File: src/rtl/ras_ckpt_stack.sv
// Return-address stack with a FIFO ring of speculation checkpoints holding {tos, cnt}.
// Define RAS_CKPT_TOP_REPAIR_EN to also checkpoint the top entry and write it back on restore.
module ras_ckpt_stack #(
  parameter int DEPTH   = 2,
  parameter int VLEN    = 32,
  parameter int NR_CKPT = 4
) (
  input  logic                       clk_i,
  input  logic                       rst_ni,
  input  logic                       flush_i,
  input  logic                       push_i,
  input  logic [VLEN-1:0]            push_addr_i,
  input  logic                       pop_i,
  output logic [VLEN-1:0]            top_o,
  output logic                       top_valid_o,
  input  logic                       ckpt_save_i,
  output logic [$clog2(NR_CKPT)-1:0] ckpt_id_o,
  output logic                       ckpt_full_o,
  input  logic                       ckpt_restore_i,
  input  logic [$clog2(NR_CKPT)-1:0] ckpt_restore_id_i,
  input  logic                       ckpt_release_i
);

  localparam int PTR_W  = $clog2(DEPTH);
  localparam int CNT_W  = $clog2(DEPTH + 1);
  localparam int CID_W  = $clog2(NR_CKPT);
  localparam int CCNT_W = CID_W + 1;

  typedef struct packed {
    logic [PTR_W-1:0] tos;
    logic [CNT_W-1:0] cnt;
  } ckpt_t;

  logic [VLEN-1:0]   r_mem [DEPTH];
  logic [PTR_W-1:0]  r_tos;
  logic [CNT_W-1:0]  r_cnt;
  ckpt_t             r_slot [NR_CKPT];
  logic [CID_W-1:0]  r_head, r_tail;
  logic [CCNT_W-1:0] r_ccnt;

  logic [PTR_W-1:0]  w_tos_inc, w_tos_dec, w_tos_nxt, w_wr_ptr;
  logic [CNT_W-1:0]  w_cnt_nxt;
  logic              w_empty, w_wr_en;
  logic              w_save_ok, w_rel_ok;
  logic [CID_W-1:0]  w_head_adv;
  ckpt_t             w_rest_slot;

  assign top_o       = r_mem[r_tos];
  assign top_valid_o = (r_cnt != '0);
  assign ckpt_id_o   = r_tail;
  assign ckpt_full_o = (r_ccnt == CCNT_W'(NR_CKPT));

  // Explicit wrap so DEPTH need not be a power of two.
  assign w_tos_inc = (r_tos == PTR_W'(DEPTH - 1)) ? '0 : r_tos + PTR_W'(1);
  assign w_tos_dec = (r_tos == '0) ? PTR_W'(DEPTH - 1) : r_tos - PTR_W'(1);
  assign w_empty   = (r_cnt == '0);

  // NOTE: every combinational output gets a default first so no path can infer a latch.
  always_comb begin
    w_tos_nxt = r_tos;
    w_cnt_nxt = r_cnt;
    w_wr_en   = 1'b0;
    w_wr_ptr  = r_tos;
    if (push_i && (!pop_i || w_empty)) begin
      w_tos_nxt = w_tos_inc;
      w_cnt_nxt = (r_cnt == CNT_W'(DEPTH)) ? r_cnt : r_cnt + CNT_W'(1);
      w_wr_en   = 1'b1;
      w_wr_ptr  = w_tos_inc;
    end else if (push_i && pop_i) begin
      w_wr_en   = 1'b1;
    end else if (pop_i && !w_empty) begin
      w_tos_nxt = w_tos_dec;
      w_cnt_nxt = r_cnt - CNT_W'(1);
    end
  end

  assign w_save_ok   = ckpt_save_i && !ckpt_full_o && !flush_i && !ckpt_restore_i;
  assign w_rel_ok    = ckpt_release_i && (r_ccnt != '0);
  assign w_head_adv  = w_rel_ok ? r_head + CID_W'(1) : r_head;
  assign w_rest_slot = r_slot[ckpt_restore_id_i];

`ifdef RAS_CKPT_TOP_REPAIR_EN
  logic [VLEN-1:0] r_slot_top [NR_CKPT];
  logic [VLEN-1:0] w_top_nxt;
  // Every stack write lands on the post-update tos, so a write this cycle is the new top.
  assign w_top_nxt = w_wr_en ? push_addr_i : r_mem[w_tos_nxt];
`endif

  // NOTE: the stack array is reset so top_o is defined out of reset; checkpoint slots are
  // only read once allocated, so they are plain flops without reset.
  always_ff @(posedge clk_i or negedge rst_ni) begin
    if (!rst_ni) begin
      for (int i = 0; i < DEPTH; i++) r_mem[i] <= '0;
      r_tos <= '0;
      r_cnt <= '0;
    end else if (flush_i) begin
      r_tos <= '0;
      r_cnt <= '0;
    end else if (ckpt_restore_i) begin
      r_tos <= w_rest_slot.tos;
      r_cnt <= w_rest_slot.cnt;
`ifdef RAS_CKPT_TOP_REPAIR_EN
      r_mem[w_rest_slot.tos] <= r_slot_top[ckpt_restore_id_i];
`endif
    end else begin
      r_tos <= w_tos_nxt;
      r_cnt <= w_cnt_nxt;
      if (w_wr_en) r_mem[w_wr_ptr] <= push_addr_i;
    end
  end

  always_ff @(posedge clk_i) begin
    if (w_save_ok) begin
      r_slot[r_tail] <= '{tos: w_tos_nxt, cnt: w_cnt_nxt};
`ifdef RAS_CKPT_TOP_REPAIR_EN
      r_slot_top[r_tail] <= w_top_nxt;
`endif
    end
  end

  always_ff @(posedge clk_i or negedge rst_ni) begin
    if (!rst_ni) begin
      r_head <= '0;
      r_tail <= '0;
      r_ccnt <= '0;
    end else if (flush_i) begin
      r_head <= '0;
      r_tail <= '0;
      r_ccnt <= '0;
    end else if (ckpt_restore_i) begin
      r_head <= w_head_adv;
      // Releasing the restored slot itself leaves nothing allocated.
      if (w_rel_ok && (ckpt_restore_id_i == r_head)) begin
        r_tail <= w_head_adv;
        r_ccnt <= '0;
      end else begin
        r_tail <= ckpt_restore_id_i;
        r_ccnt <= CCNT_W'(ckpt_restore_id_i - w_head_adv);
      end
    end else begin
      r_head <= w_head_adv;
      if (w_save_ok) r_tail <= r_tail + CID_W'(1);
      case ({w_save_ok, w_rel_ok})
        2'b10:   r_ccnt <= r_ccnt + CCNT_W'(1);
        2'b01:   r_ccnt <= r_ccnt - CCNT_W'(1);
        default: r_ccnt <= r_ccnt;
      endcase
    end
  end

`ifndef SYNTHESIS
  // Reported but not fatal: the hardware ignores the save and carries on.
  always_ff @(posedge clk_i) begin
    if (rst_ni) begin
      assert (!(ckpt_save_i && ckpt_full_o && !flush_i && !ckpt_restore_i))
        else $warning("ras_ckpt_stack: checkpoint save while ring full ignored");
      assert (!(ckpt_restore_i && !flush_i &&
                (CCNT_W'(ckpt_restore_id_i - r_head) >= r_ccnt)))
        else $warning("ras_ckpt_stack: restore of unallocated checkpoint %0d", ckpt_restore_id_i);
    end
  end
`endif

endmodule
File: config.mk
export PLATFORM = sky130hd
export DESIGN_NAME = ras_ckpt_stack
export DESIGN_NICKNAME = d
export VERILOG_FILES = /design/src/rtl/ras_ckpt_stack.sv
export SDC_FILE = /design/constraint.sdc
export NUM_CORES = 1
export LEC_CHECK = 0
export ABC_CLOCK_PERIOD_IN_PS = 2500
export BUFFER_PORTS_ARGS = -buffer_cell sky130_fd_sc_hd__buf_2
export CAP_MARGIN = 20
export CORE_MARGIN = 2
export CORE_UTILIZATION = 56
export DETAILED_ROUTE_END_ITERATION = 6
export PLACE_DENSITY = 0.8
export REMOVE_ABC_BUFFERS = 1
export SYNTH_ARGS = -nofsm -noshare
export SYNTH_HDL_FRONTEND = slang
export SYNTH_SLANG_ARGS = --single-unit
File: constraint.sdc
create_clock -name clk_i -period 2.5 [get_ports clk_i]
set_input_delay 0.5 -clock clk_i [delete_from_list [all_inputs] [get_ports clk_i]]
set_output_delay 0.5 -clock clk_i [all_outputs]
set_load 0.01 [all_outputs]
==> flow_summary_export.csv, run 1 <==
group,metric,value,unit
status,status,"finished, final reports clean",
sta,rsz0062_at_grt,"false",
clock_network,root_buffer,"clkbuf_8",
die,row_count,31,
yosys,ys_warn_count,0,
sta,fin_crit,2.21,ns
power_and_ir_drop,ir_worst_vdd,0.471,mV
global_routing,antenna_found_initial,1,
sta,setup_viol,0,
critical_path,path_cells,"nor3b_1 > nand2b_1 > nor2_1 > inv_1 > ha_1 > fa_1 > xnor2_1 > nor2_1 > xnor2_1 > o32ai_1",
critical_path,path_class,"flop to flop",
critical_path,cp-start-kind,"flop",
sta,final_hold_viol_count,0,
clock_network,cts_setup_buffers,0,
clock_network,clock_sinks,86,
sta,timing.fmax,452,MHz
global_routing,grt_pass1_vias,2558,
yosys,avgSynthCellArea,15.2,µm²
clock_network,cts_max_level,3,
sta,tightest_slew,0.601,ns
global_routing,grt_usage,19.9,%
cells_and_area,design_area,0.00492,mm²
cells_and_area,nFillCells,531,
cells_and_area,fin_nets,411,
routing,routed_via_density,5.27,
routing,totalWireLength,7680,µm
min_path,min_path_type,"input port to async pin",
critical_path,crit_family,"simple AND/OR/NAND/NOR gates",
routing,final_antenna_net_count,0,
critical_path,crit_slowest_cell,"dfrtp_1",
die,die_h,90.8,µm
critical_path,end_kind,"flop",
critical_path,worstPathRequired,2.73,ns
sta,clock_skew,0.0170,ns
yosys,postSynthCellCount,278,
yosys,synth_cell_types,36,
routing,wl_per_cell,16.5,µm
sta,drv_slew,0,
sta,relSlewSlack,59.9,%
clock_network,cts_tree,"built",
power_and_ir_drop,leakagePower,2.34,nW
cells_and_area,area_delta_synth_final,16.7,%
cells_and_area,layout-drive-gt1-share,48.4,%
clock_network,clk_latency,0.36,ns
placed_design,dpl_cell_area,0.00472,mm²
critical_path,arrival,2.45,ns
die,die_area,0.00824,mm²
routing,vias,2447,
clock_network,cts_buffers,9,
clock_network,holdBufCountCts,0,
critical_path,rr_worst_depth,10,
routing,drt_iter0_drc,57,
die,coreArea,0.00725,mm²
die,start_util,58.1,%
yosys,ys_seq_elements,86,
critical_path,cp_num_buf_inv,1,
die,ioPinCount,78,
global_routing,grt_max_degree,46,
placed_design,port_buffers,77,
cells_and_area,final_cell_mix,"76 x buf_2, 74 x dfrtp_1, 37 x mux2_2",
critical_path,cp_max_fo,3,
placed_design,gp_congestion,0.847,
routing,drc_errors,0,
global_routing,grt_pass1_wl,12900,µm
sta,fin_setup_tns,0,ns
sta,period_share,88.6,%
clock_network,clk_path_buf_depth,2,
routing,firstDrtPassIters,4,
yosys,yosysSeqAreaShare,52.5,%
critical_path,cp_num_cells,10,
power_and_ir_drop,powerDensity,919,mW/mm²
global_routing,overflow,0,
run,maxCapViolCount,0,
cells_and_area,final_common_cell,"buf_2",
critical_path,max_stage_delay,0.41,ns
clock_network,path_clk_slew,0.10,ns
die,die_width,90.8,µm
placed_design,hpwl,5480,µm
yosys,synth_area,0.00422,mm²
clock_network,postCtsResizedCells,0,
[registers in the layout (all words and copies together), names as in the netlist]
signal     count
r_head         2
r_slot        12
r_mem         64
ckpt_id_o      2
r_tos          1
r_ccnt         3
r_cnt          2
[cells by family after synthesis]
group / synth area share, %
adders and majority gates: 3.32
DFF: 52.5
buffers and inverters: 3.50
and+or+nand+nor: 4.51
muxes: 31.4
xor gates and xnor gates: 2.73
AOI/OAI and AO/OA: 2.08
[worst paths after layout]
| path | to | startpoint | slack (ns) |
|---|---|---|---|
| min reg2reg | r_mem[36]$_DFFE_PN0P_ | r_mem[36]$_DFFE_PN0P_ | 0.49 |
| max reg2reg | r_ccnt[2]$_DFFE_PN0P_ | r_ccnt[2]$_DFFE_PN0P_ | 0.29 |
| min in group clk_i | r_mem[33]$_DFFE_PN0P_ | push_addr_i[1] | 0.36 |
| max in group asynchronous | r_mem[40]$_DFFE_PN0P_ | rst_ni | 1.78 |
| min | r_mem[9]$_DFFE_PN0P_ | rst_ni | 0.14 |
| max | r_ccnt[2]$_DFFE_PN0P_ | r_ccnt[2]$_DFFE_PN0P_ | 0.29 |
[cells in the mapped netlist (all sizes together)]
| cell type | instances | share of area [%] |
|---|---|---|
| o31a | 1 | 0.21 |
| nor3b | 1 | 0.18 |
| dfrtp | 74 | 44 |
| nand3 | 3 | 0.65 |
| o22ai | 1 | 0.15 |
| and2 | 4 | 0.59 |
| mux2i | 5 | 1.2 |
| xor2 | 5 | 1.0 |
| a211o | 1 | 0.21 |
| o211ai | 1 | 0.18 |
| buf | 14 | 2.7 |
| nand2b | 2 | 0.30 |
| nor2b | 3 | 0.62 |
| fa | 2 | 0.95 |
| o32ai | 2 | 0.42 |
| or3 | 1 | 0.15 |
| xnor2 | 6 | 1.7 |
| or2 | 1 | 0.15 |
| inv | 9 | 0.80 |
| nand2 | 9 | 0.80 |
| edfxtp | 12 | 8.5 |
| a21oi | 3 | 0.36 |
| a211oi | 2 | 0.36 |
| ha | 8 | 2.4 |
| mux2 | 97 | 29 |
| a22o | 1 | 0.21 |
| mux4 | 3 | 1.6 |
| nor2 | 7 | 1.1 |
[metrics by stage]
stage	power, mW	hold WS [ns]	setup slack (ns)	cells	util (%)
6_report	4.52	0.145	0.286	464	67.8
5_1_grt	4.80	0.195	0.181	463	67.8
4_1_cts	4.56	0.153	0.294	463	67.8
3_5_place_dp	3.59	0.472	0.0838	447	65.0
3_3_place_gp	3.52	0.463	0.175	447	65.0
2_1_floorplan	3.09	0.204	0.211	264	-
[power by group]
part           switching [mW]  internal (mW)  total [mW]
combinational           0.623          0.855        1.48
clock                   0.530          0.432       0.962
sequential              0.232           1.84        2.08
[worst reg2reg max path: stages, from the launching register on]
cell and delay, ns:
dfrtp_1 0.41, nor3b_1 0.16, nand2b_1 0.21, nor2_1 0.20
inv_1 0.07, ha_1 0.21, fa_1 0.38, xnor2_1 0.13
nor2_1 0.11, xnor2_1 0.12, o32ai_1 0.10
[metal layers]
| layer | track usage [%] | routed length [µm] | share of wire [%] | vias up |
|---|---|---|---|---|
| li1 | - | - | - | 1150 |
| met4 | 7.95 | 133 | 1.7 | 0 |
| met5 | 0 | 0 | 0 | - |
| met2 | 31.2 | 3710 | 48 | 54 |
| met3 | 3.42 | 282 | 3.7 | 11 |
| met1 | 27.7 | 3550 | 46 | 1232 |
[layout make-up]
type                       count  area, µm²  area share, %
sequential                    86       2210           45.0
multi-input combinational    169       1860           37.7
timing repair buffer          84        490           9.97
clock buffer                  10        149           3.03
tap                           99        124           2.52
clock inverter                 6       50.0           1.02
inverter                       9       33.8          0.687
antenna                        1       2.50         0.0509
Power figures use the tool's default switching activity.
==> inputs of run 2 (changes only) <==
- ABC_AREA: unset -> 1
- CORE_UTILIZATION: 56 -> 55
- GPL_ROUTABILITY_DRIVEN: unset -> 0
- PLACE_DENSITY: 0.8 -> 0.79
==> run 2 against run 1 <==
Against the previous run:
- final area down 1.5%
- routed wire length up 16%
- utilization down 1.4 points
- synthesized cell count up 87%
- clock power up 22%
- clock skew down 0.0031 ns
- fmax down 0.40%
- largest cell class unchanged
- clock-buffer cell count down 1
- die area up 0.70%
- setup slack worse by 0.0088 ns
- cell count up 50%
==> flow_summary_export.csv, run 2 <==
group,metric,value,unit
status,status,"finished, final reports clean",
clock_network,path_clk_slew,0.09,ns
yosys,synth_edf_count,12,
power_and_ir_drop,leakagePower,2.68,nW
global_routing,grt_pass1_vias,3345,
sta,rsz0062_at_grt,"false",
yosys,postSynthCellCount,519,
yosys,synth_common_cells,"206 x nand2_1, 74 x dfrtp_1, 64 x o21ai_1",
global_routing,grt_max_degree,75,
min_path,min_path_type,"input port to async pin",
power_and_ir_drop,power.total,4.10,mW
cells_and_area,fin_nets,642,
critical_path,worstPathRequired,2.78,ns
die,die_area,0.00829,mm²
cells_and_area,reg_top3,"r_mem (64), r_slot (12), r_ccnt (3)",
cells_and_area,final_util,66.4,%
sta,fin_setup_tns,0,ns
yosys,synth_area,0.00417,mm²
routing,wl_per_cell,12.8,µm
yosys,yosysSeqAreaShare,53.0,%
placed_design,place_ws,0.0543,ns
clock_network,cts_buffers,9,
critical_path,arrival,2.50,ns
clock_network,cts_setup_buffers,0,
cells_and_area,area_delta_synth_final,16.1,%
clock_network,clk_latency,0.35,ns
cells_and_area,top_register,"r_mem",
die,start_util,57.2,%
cells_and_area,multiInputGateArea,0.00159,mm²
cells_and_area,final_cell_mix,"206 x nand2_1, 76 x buf_2, 74 x dfrtp_1",
global_routing,overflow,0,
global_routing,grt_usage,22.9,%
yosys,synth_top_cell_area_share,44.4,%
power_and_ir_drop,p_int,2.81,mW
clock_network,clock_sinks,86,
routing,totalWireLength,8900,µm
yosys,synthArstFlopShare,86.0,%
die,coreArea,0.00729,mm²
placed_design,hpwl,5820,µm
run,maxCapViolCount,0,
critical_path,path_class,"flop to flop",
sta,setup_viol,0,
clock_network,root_buffer,"clkbuf_8",
clock_network,cts_tree,"built",
cells_and_area,largest_reg_flops,64,
power_and_ir_drop,ir_worst_vdd,0.520,mV
cells_and_area,register_area,0.00221,mm²
yosys,synth_cell_types,26,
yosys,synthFlopType,"dfrtp_1",
cells_and_area,final_common_cell,"nand2_1",
routing,vias,3426,
cells_and_area,design_area,0.00484,mm²
critical_path,cp_max_fo,3,
sta,tightest_slew,0.929,ns
sta,timing.fmax,450,MHz
cells_and_area,layout-drive-gt1-share,18.8,%
yosys,synth_top_area_cell,"dfrtp_1",
routing,drc_errors,0,
cells_and_area,n_antenna_cell,0,
global_routing,grt_pass1_wl,15300,µm
clock_network,holdBufCountCts,0,
die,row_count,31,
power_and_ir_drop,powerDensity,846,mW/mm²
routing,maxUsedRoutingLayer,"met4",
yosys,synth_area_leaders,"dfrtp_1 44%, nand2_1 19%, edfxtp_1 8.6%",
sta,final_hold_viol_count,0,
routing,firstDrtPassIters,4,
sta,relSlewSlack,38.1,%
yosys,ys_warn_count,0,
routing,route.met2.wl,4340,µm
routing,wl_met1,3880,µm
power_and_ir_drop,switchingPower,1.28,mW
die,ioPinCount,78,
placed_design,port_buffers,77,
sta,fin_crit,2.22,ns
cells_and_area,nFillCells,645,
sta,clock_skew,0.0138,ns
clock_network,clk_path_buf_depth,2,
placed_design,dpl_cell_area,0.00460,mm²
yosys,avgSynthCellArea,8.04,µm²
critical_path,cp-start-kind,"flop",
yosys,ys_seq_elements,86,
power_and_ir_drop,seqPwrFrac,46.6,%
sta,drv_slew,0,
power_and_ir_drop,clkPwrFrac,28.6,%
clock_network,cts_max_level,3,
die,die_width,91.1,µm
power_and_ir_drop,pwr-share-comb,24.7,%
critical_path,end_kind,"flop",
die,die_h,91.1,µm
global_routing,antenna_found_initial,0,
power_and_ir_drop,sw_frac_of_total,31.3,%
sta,setup_ws,0.277,ns
routing,drt_iter0_drc,230,
routing,dr_wl_met3,539,µm
routing,final_antenna_net_count,0,
yosys,synth.most_common_cell,"nand2_1",
routing,routed_via_density,4.94,
sta,period_share,88.9,%
-- run 2: stage by stage --
stage | hold WS [ns] | std cells
floorplan | 0.204 | 498
global placement | 0.470 | 678
detailed placement | 0.478 | 678
CTS | 0.300 | 694
global route | 0.354 | 694
finish | 0.273 | 694
-- run 2: path summary, 6_finish.rpt --
check                      slack, ns  depth (start not counted)                     to                  start
max                             0.28                         12  r_ccnt[2]$_DFFE_PN0P_  r_ccnt[1]$_DFFE_PN0P_
min                             0.27                          1  r_ccnt[2]$_DFFE_PN0P_                 rst_ni
max reg2reg                     0.28                         12  r_ccnt[2]$_DFFE_PN0P_  r_ccnt[1]$_DFFE_PN0P_
min reg2reg                     0.49                          2   r_mem[9]$_DFFE_PN0P_   r_mem[9]$_DFFE_PN0P_
max in group asynchronous       1.62                          1   r_mem[9]$_DFFE_PN0P_                 rst_ni
min in group clk_i              0.38                          2    r_head[0]$_DFF_PN0_                flush_i
-- run 2: layer usage --
metal	GRT usage [%]	vias up
met5	0	-
met4	8.33	0
met3	5.64	14
met2	38.9	89
met1	28.5	1581
li1	-	1742
-- run 2: power by group through the flow --
| stage | registers (mW) | logic, mW | clock network (mW) |
|---|---|---|---|
| 3_3_place_gp | 1.91 | 0.980 | 0 |
| 4_1_cts | 1.91 | 1.03 | 1.20 |
| 6_report | 1.91 | 1.01 | 1.17 |
| 5_1_grt | 1.95 | 1.17 | 1.25 |
| 2_1_floorplan | 1.90 | 0.655 | 0 |
| 3_5_place_dp | 1.93 | 1.02 | 0 |
-- run 2: final cells by class --
cell class	count	area share (%)
Clock buffer	9	2.56
Clock inverter	7	2.45
Inverter	64	5.01
Multi-Input combinational cell	348	32.9
Sequential cell	86	45.7
Tap cell	99	2.56
Timing Repair Buffer	81	8.89
-- run 2: timing repair --
item,in CTS,in global routing
hold endpoints to repair,0,0
endpoints found under the setup margin,0,1
gates resized for setup,0,1
-- run 2: worst max-delay path, cell delays in order, from the launching register on --
cell     delay, ns
dfrtp_1       0.42
nor2_1        0.15
nand2_1       0.10
nand2_1       0.11
inv_1         0.08
ha_1          0.24
fa_1          0.38
or2_2         0.30
nand2_1       0.07
nand2_1       0.05
nand3_1       0.06
nand2_1       0.05
o21ai_1       0.15
-- run 2: cells by family (layout without fill, tap and decap cells) --
group                    count (synthesis)  count (layout)  synth area share [%]
flip-flops                              86              86                  53.0
buffers and inverters                   85             161                  8.79
XOR/XNOR                                 2               2                 0.420
adder cells (fa/ha/maj)                 10              10                  3.36
AO/OA/AOI/OAI                           83              83                  10.0
AND/OR/NAND/NOR                        253             253                  24.4
